[src/rtl/bcd_pkg.sv]
// Shared definitions for the BCD conversion blocks: digit width, add-3 threshold,
// converter FSM state type and the single-digit correction function.
package bcd_pkg;

  localparam int DIGIT_W     = 4;
  localparam int ADD3_THRESH = 5;

  typedef enum logic {
    IDLE  = 1'b0,
    SHIFT = 1'b1
  } state_t;

  typedef logic [DIGIT_W-1:0] bcd_digit_t;

  // Digits at or above the threshold would exceed 9 after the next doubling.
  function automatic bcd_digit_t add3_fix(input bcd_digit_t d);
    return (d >= bcd_digit_t'(ADD3_THRESH)) ? bcd_digit_t'(d + bcd_digit_t'(3)) : d;
  endfunction

endpackage

[src/rtl/bcd_add3.sv]
// Combinational double-dabble correction cell for one BCD digit.
module bcd_add3
  import bcd_pkg::*;
(
  input  bcd_digit_t digit_i,
  output bcd_digit_t digit_o
);

  assign digit_o = add3_fix(digit_i);

endmodule

[src/rtl/bin_to_bcd_seq.sv]
// Sequential shift-and-add-3 binary-to-BCD converter, one input bit per clock.
// Optional overflow flag port enabled by defining BIN2BCD_OVF_EN.
module bin_to_bcd_seq
  import bcd_pkg::*;
#(
  parameter int WIDTH  = 8,
  parameter int DIGITS = 3
) (
  input  logic                      clk,
  input  logic                      rst,
  input  logic                      start,
  input  logic [WIDTH-1:0]          bin_in,
  output logic                      busy,
  output logic                      done,
  output logic [DIGIT_W*DIGITS-1:0] bcd_out
`ifdef BIN2BCD_OVF_EN
  ,
  output logic                      ovf
`endif
);

  localparam int BCD_W = DIGIT_W * DIGITS;
  localparam int SR_W  = BCD_W + WIDTH;
  localparam int CNT_W = $clog2(WIDTH + 1);

  state_t           state_q;
  logic [SR_W-1:0]  sr_q;
  logic [SR_W-1:0]  sr_fix;
  logic [SR_W-1:0]  sr_d;
  logic [CNT_W-1:0] cnt_q;
  logic [CNT_W-1:0] cnt_d;
  logic             busy_q;
  logic             done_q;
  logic [BCD_W-1:0] bcd_q;
  logic [BCD_W-1:0] bcd_fix;

  // Independent per-digit correction; no carry ripples between digits.
  for (genvar g = 0; g < DIGITS; g++) begin : g_digit
    bcd_add3 u_add3 (
      .digit_i (sr_q[WIDTH + g*DIGIT_W +: DIGIT_W]),
      .digit_o (bcd_fix[g*DIGIT_W +: DIGIT_W])
    );
  end

  assign sr_fix = {bcd_fix, sr_q[WIDTH-1:0]};
  // The bit leaving the top digit is dropped by the truncating cast.
  assign sr_d   = SR_W'({sr_fix, 1'b0});
  assign cnt_d  = cnt_q - CNT_W'(1);

`ifdef BIN2BCD_OVF_EN
  logic shout_d;
  logic ovf_acc_q;
  logic ovf_q;

  assign shout_d = sr_fix[SR_W-1];
  assign ovf     = ovf_q;
`endif

  always_ff @(posedge clk or posedge rst) begin
    if (rst) begin
      state_q <= IDLE;
      sr_q    <= '0;
      cnt_q   <= '0;
      busy_q  <= 1'b0;
      done_q  <= 1'b0;
      bcd_q   <= '0;
`ifdef BIN2BCD_OVF_EN
      ovf_acc_q <= 1'b0;
      ovf_q     <= 1'b0;
`endif
    end else begin
      done_q <= 1'b0;
      case (state_q)
        IDLE: begin
          if (start) begin
            sr_q    <= SR_W'(bin_in);
            cnt_q   <= CNT_W'(WIDTH);
            busy_q  <= 1'b1;
            state_q <= SHIFT;
`ifdef BIN2BCD_OVF_EN
            ovf_acc_q <= 1'b0;
`endif
          end
        end
        SHIFT: begin
          sr_q  <= sr_d;
          cnt_q <= cnt_d;
`ifdef BIN2BCD_OVF_EN
          ovf_acc_q <= ovf_acc_q | shout_d;
`endif
          // Last shift: publish the whole BCD field at once.
          if (cnt_q == CNT_W'(1)) begin
            bcd_q   <= sr_d[SR_W-1 -: BCD_W];
            done_q  <= 1'b1;
            busy_q  <= 1'b0;
            state_q <= IDLE;
`ifdef BIN2BCD_OVF_EN
            ovf_q <= ovf_acc_q | shout_d;
`endif
          end
        end
        default: state_q <= IDLE;
      endcase
    end
  end

  assign busy    = busy_q;
  assign done    = done_q;
  assign bcd_out = bcd_q;

endmodule

[config.mk]
export PLATFORM = sky130hd
export DESIGN_NAME = bin_to_bcd_seq
export DESIGN_NICKNAME = d
export VERILOG_FILES = /design/src/rtl/bcd_pkg.sv /design/src/rtl/bcd_add3.sv /design/src/rtl/bin_to_bcd_seq.sv
export SDC_FILE = /design/constraint.sdc
export NUM_CORES = 1
export LEC_CHECK = 0
export ABC_AREA = 0
export BUFFER_PORTS_ARGS = -buffer_cell sky130_fd_sc_hd__clkbuf_2
export CAP_MARGIN = 10
export CORE_AREA = 2 2 72 74
export CTS_BUF_LIST = sky130_fd_sc_hd__clkbuf_8
export CTS_CLUSTER_DIAMETER = 150
export DETAILED_ROUTE_END_ITERATION = 16
export DIE_AREA = 0 0 74 76
export PLACE_DENSITY_LB_ADDON = 0.05
export RECOVER_POWER = 25
export SLEW_MARGIN = 40
export SYNTH_ARGS = -nofsm -noshare
export SYNTH_HDL_FRONTEND = slang
export SYNTH_HIERARCHICAL = 1
export SYNTH_SLANG_ARGS = --single-unit
[constraint.sdc]
create_clock -name clk -period 2.92 [get_ports clk]
set_input_delay 0.73 -clock clk [delete_from_list [all_inputs] [get_ports clk]]
set_output_delay 0.73 -clock clk [all_outputs]
set_load 0.01 [all_outputs]
---- Word-level counts from Yosys, hierarchy flattened ----
Index checks and enable logic that the tools add are counted.
storage, ports and cells
  flip-flop bits (word level) ............. 39
  bits of input ports ..................... 11
  output and inout bits ................... 14
  word-level logic and storage cells ...... 34
cells by class
  add/sub/neg operators ................... 4
  $lt $le $gt $ge ......................... 3
  eq/ne operators ......................... 3
  muxes and demuxes ....................... 15
  bitwise gates (word level) .............. 1
  reductions and logical operators ........ 2
operator list
  kind                                                                                 count
  20-bit case mux with 2 select lines                                                  1
  20-bit two-way mux                                                                   1
  4-bit by 3-bit greater-or-equal comparator with 1-bit output, second input constant  3
  4-bit two-way mux                                                                    3
  4-bit by 2-bit adder with 4-bit output, second input constant                        2
  4-bit case mux with 2 select lines                                                   1
  1-bit two-way mux                                                                    6
  4-bit by 1-bit equality test with 1-bit output, second input constant                1
  1-bit case mux with 2 select lines                                                   2
  2-bit AND reduction                                                                  2
  4-bit by 1-bit subtractor with 4-bit output, second input constant                   1
  3-bit by 2-bit adder with 3-bit output, second input constant                        1
  3-bit two-way mux                                                                    1
  2-bit by 1-bit != test with 1-bit output, second input constant                      1
  2-bit != test, second input constant                                                 1
  1-bit NOT                                                                            1

---- Depth between registers and ports, before layout ----
Gate-level depths: netlist of the first run.
  depth in word-level cells ............... 3
  mapped depth ............................ 7

---- Cells and area by module ----
The synthesis of the first run kept the hierarchy.
modules (own cells, without submodules)
  module          instances  cells an instance  area each (um^2)
  bin_to_bcd_seq  1          130                1599.0
  bcd_add3        3          16                 101.3

---- Worst setup path before layout of the first run ----
No wires, ideal clock.
  kind .................................... flip-flop to flip-flop
  from .................................... register cnt_q[1]
  to ...................................... register bcd_q[0], in the netlist bcd_out[0]
  data arrival time ....................... 1.445 ns
  setup slack ............................. 1.348 ns
  cell stages (with the launch flop) ...... 7
  cells stage by stage .................... dfrtp_1 inv_1 ha_1 nor4bb_1 buf_2 buf_6 mux2_1
between the ends
  longest elaborated chain between the ends .. 2
ends and longest elaborated chain
  what                                            RTL line              source
  from (decl)                                     bin_to_bcd_seq.sv:30  logic [CNT_W-1:0] cnt_q;
  from (signal assigned)                          bin_to_bcd_seq.sv:77  cnt_q <= CNT_W'(WIDTH);
  from (signal assigned)                          bin_to_bcd_seq.sv:87  cnt_q <= cnt_d;
  4-bit by 1-bit equality test with 1-bit output  bin_to_bcd_seq.sv:92  if (cnt_q == CNT_W'(1)) begin
  2-bit AND reduction (no line)                   --
  to (signal assigned)                            bin_to_bcd_seq.sv:93  bcd_q <= sr_d[SR_W-1 -: BCD_W];
  to (decl)                                       bin_to_bcd_seq.sv:34  logic [BCD_W-1:0] bcd_q;
No other way between the ends.
A chain may end at the register's enable or synchronous reset.

---- Worst setup path after layout of the first run ----
  from .................................... register state_q
  to ...................................... register bcd_q[3], in the netlist bcd_out[3]
between the ends
  longest elaborated chain between the ends .. 1
ends and longest elaborated chain
  what                           RTL line              source
  from (decl)                    bin_to_bcd_seq.sv:26  state_t state_q;
  from (signal assigned)         bin_to_bcd_seq.sv:61  state_q <= IDLE;
  from (signal assigned)         bin_to_bcd_seq.sv:79  state_q <= SHIFT;
  from (signal assigned)         bin_to_bcd_seq.sv:96  state_q <= IDLE;
  2-bit AND reduction (no line)  --
No other way between the ends.

==> flow_results.org, run 1 <==
** Clock network
- TritonCTS clock tree :: yes
- Quantity of hold-fixing buffers added after cts :: 0
- The number of gates resized after CTS was 0.
- Clock latency at the later pin of the worst-skew pair :: 0.30 ns
- The number of clock buffers added by TritonCTS is 5.
- The clock passes through at most 2 buffers.
- The root buffer cell chosen for the clock tree is sky130_fd_sc_hd__clkbuf_8.
- Number of H-tree branching levels :: 2
- Clock-pin slew reported for the worst setup and hold paths after clock tree synthesis :: 0.08 ns
- Once the clock tree was built, the setup fixing pass inserted 0 buffers.
- TritonCTS Sinks :: 39

** Cells and area
- Layout-stage area growth over the synthesis result :: 15.4%
- At the end of the flow the core is filled with cells to 0.442.
- Antenna Diode Count :: 0
- Filler Cells Inserted :: 498
- Proportion of layout cells with a drive suffix above 1 :: 0.223
- In the final design database the tool counted 220 nets.

** Route
- Wire length per cell :: 12.1 um
- The count of nets left with antenna violations once routing finished came out at 0.
- Final wirelength :: 3290 um
- The detailed router placed 1268 vias in this run.
- In the routed design, unresolved DRC markers number 0.
- DRC marker count from the first detailed-route iteration :: 63
- Average via count per standard cell :: 4.66
- TritonRoute pass-1 iters :: 4

** Synth
- Cell area after synthesis :: 1880 um2
- Mean instance size in the synthesized netlist :: 10.8 um2
- The number of nets in the synthesized netlist is 193.
- Synthesis produced a netlist whose cell count is 174.
- For this run, the number of Yosys warnings is 6.

** Floorplanning
- Die W :: 74 um
- The initial utilization of the core area, before any placement, comes to 0.383.
- Die ar. :: 5620 um2
- The floorplan step set the die height to 76 um.
- Site row count :: 26
- The region available for standard cell placement spans 4910 um2.
- I/O Pins :: 25

** Timing
- Number of max-slew violations in the final report :: 0
- Transition time at the pin with the least slew margin :: 0.512 ns
- Clock skew after layout :: 0.00846 ns
- The final count of hold timing violations is 0.
- Max Fclk :: 594 MHz
- Measured against its own limit, the worst slew margin works out to 0.657.
- Minimum period implied by the final worst setup slack :: 1.68 ns
- Adding up every negative setup slack in the final design gives 0 ns.
- Final critical-path share of the clock period :: 0.576
- Setup violations remaining at the end of the flow were counted as 0.
- Setup repair after global routing left no endpoint under its margin.

** Setup path
- Series of cell instances along the critical path :: nor4bb_2, buf_4, mux2_1
- The worst register-to-register path begins at state_q.
- Setup Crit Path Kind :: reg -> reg
- Critical path launch point type :: flip-flop
- The number of cells on the worst reg-to-reg path is 3.
- Worst path slowest cell :: sky130_fd_sc_hd__dfrtp_1
- STA puts the critical path data required time at 3.10 ns.
- The critical path starts at state_q.
- Largest fanout of any net on the critical path :: 18
- Data arrival time of the critical path :: 1.86 ns
- For this run, the slowest stage of the critical path takes 0.66 ns.
- The worst setup path is captured at a flip-flop.

** Run status
- Outcome :: finished, final reports clean

** Placement
- At the end of routability-driven placement, the weighted congestion stood at 0.722.
- Detailed placer's ending HPWL :: 2280 um
- Number of input and output port buffers inserted :: 24

** Global routing
- The initial antenna violation count was 0.
- After global routing the overflow that remains totals 0.
- Met2 Usage GRT :: 0.195
- Entering global routing, the biggest net connects 40 pins.
- In the global route stage, overall resource usage came out at 0.135.
- Most Crowded Layer GR :: met2
- Vias in the first global route :: 1254
- For met1 alone, demand over resource in global routing was 0.183.
- M3 GR Usage :: 0.0450
- The first global-routing pass estimated 5840 um of wire.

** Pwr
- The analysis attributes to cell leakage a power of 0.00106 uW.
- In this run the power density over the cells is 1090 nW/um2.
- VDD sags by at most 0.347 mV.

** Min path
- The worst hold path belongs to the class reg -> reg.
- Startpoint of the most critical hold path :: bcd_out[4]
- Along the worst hold path, the cell count comes to 1.

** Job
- Max Cap Viol :: 0
path summary, 6_finish.rpt:
kind | end | slack, ns
worst min-delay path | bcd_out[4] | 0.49
worst max register to register | bcd_out[3] | 1.24
worst max-delay path | bcd_out[3] | 1.24
worst min register to register | bcd_out[4] | 0.49
min in group asynchronous | sr_q[15] | 0.52
max in group asynchronous | cnt_q[2] | 2.05
worst max-delay path: cells and delay by family (launching register included):
| kind | cells | cell delay [ns] |
|---|---|---|
| buffers and inverters | 1 | 0.24 |
| multiplexers | 1 | 0.33 |
| AND/OR/NAND/NOR | 1 | 0.33 |
| flip-flops | 1 | 0.66 |
placed cells by master (no fill, tap or decap), types with 2 or more instances in the layout:
master / n
sky130_fd_sc_hd__o21ai_0: 17
sky130_fd_sc_hd__mux2_2: 5
sky130_fd_sc_hd__clkbuf_8: 5
sky130_fd_sc_hd__mux2_1: 8
sky130_fd_sc_hd__a22o_1: 6
sky130_fd_sc_hd__dfrtp_1: 39
sky130_fd_sc_hd__xnor2_1: 3
sky130_fd_sc_hd__nor3b_1: 2
sky130_fd_sc_hd__clkinvlp_4: 2
sky130_fd_sc_hd__inv_1: 11
sky130_fd_sc_hd__o21ai_1: 2
sky130_fd_sc_hd__clkbuf_2: 24
sky130_fd_sc_hd__nor2_1: 6
sky130_fd_sc_hd__ha_1: 8
sky130_fd_sc_hd__mux2i_1: 11
sky130_fd_sc_hd__nand2b_1: 12
sky130_fd_sc_hd__nand2_1: 25
sky130_fd_sc_hd__a21oi_2: 3
sky130_fd_sc_hd__buf_4: 4
power breakdown:
part / switching [uW] / internal (uW) / total [uW]
clock: 198 / 166 / 364
sequential: 214 / 781 / 995
combinational: 503 / 504 / 1010
area by class of cell:
class,instances,area [um2],share of cell area
Timing Repair Buffer,28,150,0.0691
Clock inverter,3,20.0,0.00921
Inverter,11,41.3,0.0190
Sequential cell,39,976,0.449
Tap cell,70,87.6,0.0403
Clock buffer,5,68.8,0.0317
Multi-Input combinational cell,116,830,0.382
sequential cells by signal (all words and copies together), names as in the netlist:
signal	flops
state_q	1
sr_q	20
busy	1
done	1
bcd_out	12
cnt_q	4
metrics by stage:
stage	instances	power, uW	setup slack [ns]	hold WS, ns	instance area (um2)
3_5_place_dp	264	2040	1.06	0.474	2080
2_1_floorplan	174	1750	1.30	0.449	1880
4_1_cts	272	2410	1.20	0.493	2170
3_3_place_gp	264	1990	1.11	0.463	2080
6_report	272	2370	1.24	0.486	2170
5_1_grt	272	2620	1.09	0.512	2170
metal layers:
| metal | part of all wire | wire length (um) | vias to the layer above |
|---|---|---|---|
| met5 | 0 | 0 | - |
| met4 | 0.021 | 70 | 0 |
| li1 | - | - | 635 |
| met1 | 0.48 | 1580 | 602 |
| met3 | 0.042 | 137 | 7 |
| met2 | 0.46 | 1500 | 24 |
Power figures use the tool's default switching activity.
==> run 2: changes to the inputs <==
--- a/config.mk
+++ b/config.mk
@@ -5,14 +5,14 @@
 export SDC_FILE = /design/constraint.sdc
 export NUM_CORES = 1
 export LEC_CHECK = 0
-export ABC_AREA = 0
+export ABC_AREA = 1
 export BUFFER_PORTS_ARGS = -buffer_cell sky130_fd_sc_hd__clkbuf_2
 export CAP_MARGIN = 10
-export CORE_AREA = 2 2 72 74
+export CORE_AREA = 2 2 73 75
 export CTS_BUF_LIST = sky130_fd_sc_hd__clkbuf_8
 export CTS_CLUSTER_DIAMETER = 150
 export DETAILED_ROUTE_END_ITERATION = 16
-export DIE_AREA = 0 0 74 76
+export DIE_AREA = 0 0 75 77
 export PLACE_DENSITY_LB_ADDON = 0.05
 export RECOVER_POWER = 25
 export SLEW_MARGIN = 40
==> constraint.sdc (replaced) <==
create_clock -name clk -period 1.53 [get_ports clk]
set_input_delay 0.3825 -clock clk [delete_from_list [all_inputs] [get_ports clk]]
set_output_delay 0.3825 -clock clk [all_outputs]
set_load 0.01 [all_outputs]
==> run 2 against run 1 <==
Against the previous run:
- sequential share of layout area shrank 2.7 points
- die area grew 2.7%
- combinational power grew 140%
- clock power grew to 2.5 times the previous value
- cell count grew 30%
- sequential cell count is the same
- register-to-register slack lost 1.1 ns
- sequential power grew 85%
==> flow_results.org, run 2 <==
** Global routing
- The remaining global-route overflow is 0 (unchanged).
- The pin count of the biggest net entering global routing came to 40 (unchanged).
- The initial antenna violation count came to 0 (unchanged).
- Vias in the first global route :: 1477 (+18%)
- Total global routing track utilization :: 0.155 (+0.0197)
- Global-route wire length before repair :: 6840 um (+17%)
- M3 GR Usage :: 0.0394 (-0.00555)
- Most Crowded Layer GR :: met1
- The global routing usage on met1 was 0.223 (+0.0404).
- Met2 Usage GRT :: 0.223 (+0.0282)

** Timing
- The setup slack after layout was 0.161 ns (-1.08 ns).
- Count of final hold-check violations :: 0 (unchanged)
- Max Fclk :: 730 MHz (+23%)
- The number of pins with negative max-slew slack in the final report is 0 (unchanged).
- Final critical-path share of the clock period :: 0.895 (+0.319)
- The number of failing setup endpoints in the final timing report was 0 (unchanged).
- Setup repair after global routing missed its margin :: false
- The worst max-slew margin expressed relative to the limit is 0.348 (-0.309).
- Transition time at the pin with the least slew margin :: 0.978 ns (+0.466 ns)
- The final period demand of the worst path is 1.37 ns (-0.313 ns).
- Final worst hold slack :: 0.275 ns (-0.211 ns)
- The sum of negative setup slack came to 0 ns (unchanged).
- The worst clock skew was 0.00506 ns (-0.00340 ns).

** Pwr
- The post-route total power came to 5140 uW (+120%).
- The sequential group share of total power was 0.358 (-0.063).
- The net switching power of the design is 2220 uW (+140%).
- The internal power summed over all cells was 2920 uW (+100%).
- Proportion of power drawn by combinational gates :: 0.465 (+0.039)
- The clock network fraction of design power came to 0.177 (+0.023).
- The switching fraction of total power was 0.432 (+0.0451).
- Pwr dens :: 2220 nW/um2 (+100%)
- The cell leakage power is 0.00129 uW (+21%).
- IR Drop Worst-Case VDD :: 0.771 mV (+120%)

** Cells and area
- Antenna Diode Count :: 0 (unchanged)
- The library cell used most frequently in the layout, excluding fill and tap cells, is sky130_fd_sc_hd__nand2_1.
- The flip-flop count of the largest register, all copies and words added came to 20 (unchanged).
- Proportion of layout cells with a drive suffix above 1 :: 0.208 (-0.0143)
- More flip-flops sit in one register than any other, and that register is sr_q.
- The number of nets in the final layout came to 301 (+37%).
- The area growth from synthesis to layout is 17.4%.
- Filler Cells Inserted :: 532 (+6.8%)
- Highest-count cells in the layout ignoring fill and taps :: sky130_fd_sc_hd__nand2_1 (113), sky130_fd_sc_hd__dfrtp_1 (39), sky130_fd_sc_hd__clkbuf_2 (25), sky130_fd_sc_hd__nand3_1 (23), sky130_fd_sc_hd__inv_1 (20)

** Run status
- The flow ran to the end, and the final reports show no timing, DRC or antenna violations.

** Clock network
- Resized Gates After CTS :: 0 (unchanged)
- TritonCTS built the clock tree.
- The clock transition time at the flip-flop clock pins of the worst setup and hold paths is 0.08 ns (about the same).
- The clock network latency to the later pin of the worst-skew pair was 0.30 ns (about the same).
- Quantity of hold-fixing buffers added after cts :: 0 (unchanged)
- The deepest clock path buffer count is 2 (unchanged).
- TritonCTS Sinks :: 39 (unchanged)
- The number of buffers inserted by post-CTS setup repair was 0 (unchanged).
- Library cell used as clock root buffer :: sky130_fd_sc_hd__clkbuf_8
- The H-tree depth is 2 (unchanged).
- Number of buffers inserted during clock tree synthesis :: 5 (unchanged)

** Route
- The wire length after detailed routing is 3990 um (+21%).
- The number of nets with antenna violations after detailed routing is 0 (unchanged).
- The initial DRC count came to 102 (+62%).
- Wire length per cell :: 11.3 um (-6.6%)
- Remaining design rule violation count :: 0 (unchanged)
- The count of TritonRoute iterations in the first routing pass came to 4 (unchanged).
- The ratio of routed vias to standard cells was 4.46 (-4.4%).
- Number of vias after detailed routing :: 1573 (+24%)

** Floorplanning
- The die footprint came to 5780 um2 (+2.7%).
- The number of core rows was 26 (unchanged).
- Chip Height :: 77 um (+1.3%)
- The placeable core region came to 4980 um2 (+1.3%).
- The initial cell density of the core is 0.396 (+0.0128).
- The number of placed I/O pins came to 25 (unchanged).
- Die W :: 75 um (+1.4%)

** Synth
- Number of standard cells after synthesis :: 251 (+44%)
- Syn_nets :: 270 (+40%)
- The count of synthesis-stage warnings from yosys came to 6 (unchanged).
- Cell area after synthesis :: 1970 um2 (+4.7%)
- Mean instance size in the synthesized netlist :: 7.86 um2 (-27%)

** Setup path
- Data arrival time of the critical path :: 1.56 ns (-0.30 ns)
- Endpoint class of the critical path :: flip-flop
- Setup Crit Path Kind :: reg -> reg
- The critical-path maximum fanout was 5 (-13).
- The worst setup path is launched from a flip-flop.
- The required time of the worst setup path is 1.72 ns (-1.38 ns).

** Min path
- The path class of the tightest hold or removal check is in -> reg.

** Placement
- Worst slack after detailed placement :: 0.199 ns (-0.859 ns)
- The detailed placement HPWL came to 2790 um (+23%).
- The routability-driven placement congestion ratio came to 0.723 (about the same).
- The number of port buffers was 24 (unchanged).

** Job
- The max capacitance violation total is 0 (unchanged).
run 2: power groups by stage:
stage	combinational, uW	sequential, uW	clock (uW)
final	2390	1840	911
after floorplan	1790	1840	0
after detailed placement	2430	1860	0
after global placement	2420	1860	0
after global routing	2780	1900	987
after CTS	2440	1840	944
run 2: path summary, 6_finish.rpt:
kind / from / depth (start not counted) / slack [ns] / endpoint
min in group asynchronous: rst / 3 / 0.36 / sr_q[0]
setup / recovery: sr_q[8] / 7 / 0.16 / bcd_out[1]
hold reg to reg: bcd_out[6] / 2 / 0.47 / bcd_out[6]
hold / removal: bin_in[0] / 3 / 0.28 / sr_q[0]
max in group asynchronous: rst / 3 / 0.57 / sr_q[14]
setup reg to reg: sr_q[8] / 7 / 0.16 / bcd_out[1]
run 2: worst max-delay path: stages (launching register included):
cell and delay, ns:
sky130_fd_sc_hd__dfrtp_1 0.43, sky130_fd_sc_hd__inv_1 0.10, sky130_fd_sc_hd__ha_1 0.21, sky130_fd_sc_hd__nor2_4 0.07
sky130_fd_sc_hd__o21ai_0 0.19, sky130_fd_sc_hd__nand2_1 0.11, sky130_fd_sc_hd__nand3_1 0.10, sky130_fd_sc_hd__nand2_1 0.05
run 2: per-layer routing:
| layer | up-vias | routed length [um] |
|---|---|---|
| met5 | - | 0 |
| li1 | 828 | - |
| met3 | 6 | 139 |
| met2 | 25 | 1810 |
| met1 | 714 | 1980 |
| met4 | 0 | 63 |
run 2: area by class of cell:
class,count,area (um2),share of cell area
clock buffer,6,82.6,0.0357
sequential,39,976,0.422
multi-input combinational,181,873,0.377
inverter,24,90.1,0.0389
tap,70,87.6,0.0378
timing repair buffer,31,170,0.0735
clock inverter,2,35.0,0.0151
run 2: per-stage QoR:
| step | utilization | std cells | cell area (um2) |
|---|---|---|---|
| after floorplan | - | 251 | 1970 |
| after global placement | 0.444 | 345 | 2210 |
| after detailed placement | 0.444 | 345 | 2210 |
| after CTS | 0.468 | 353 | 2330 |
| after global routing | 0.465 | 353 | 2310 |
| final | 0.465 | 353 | 2310 |
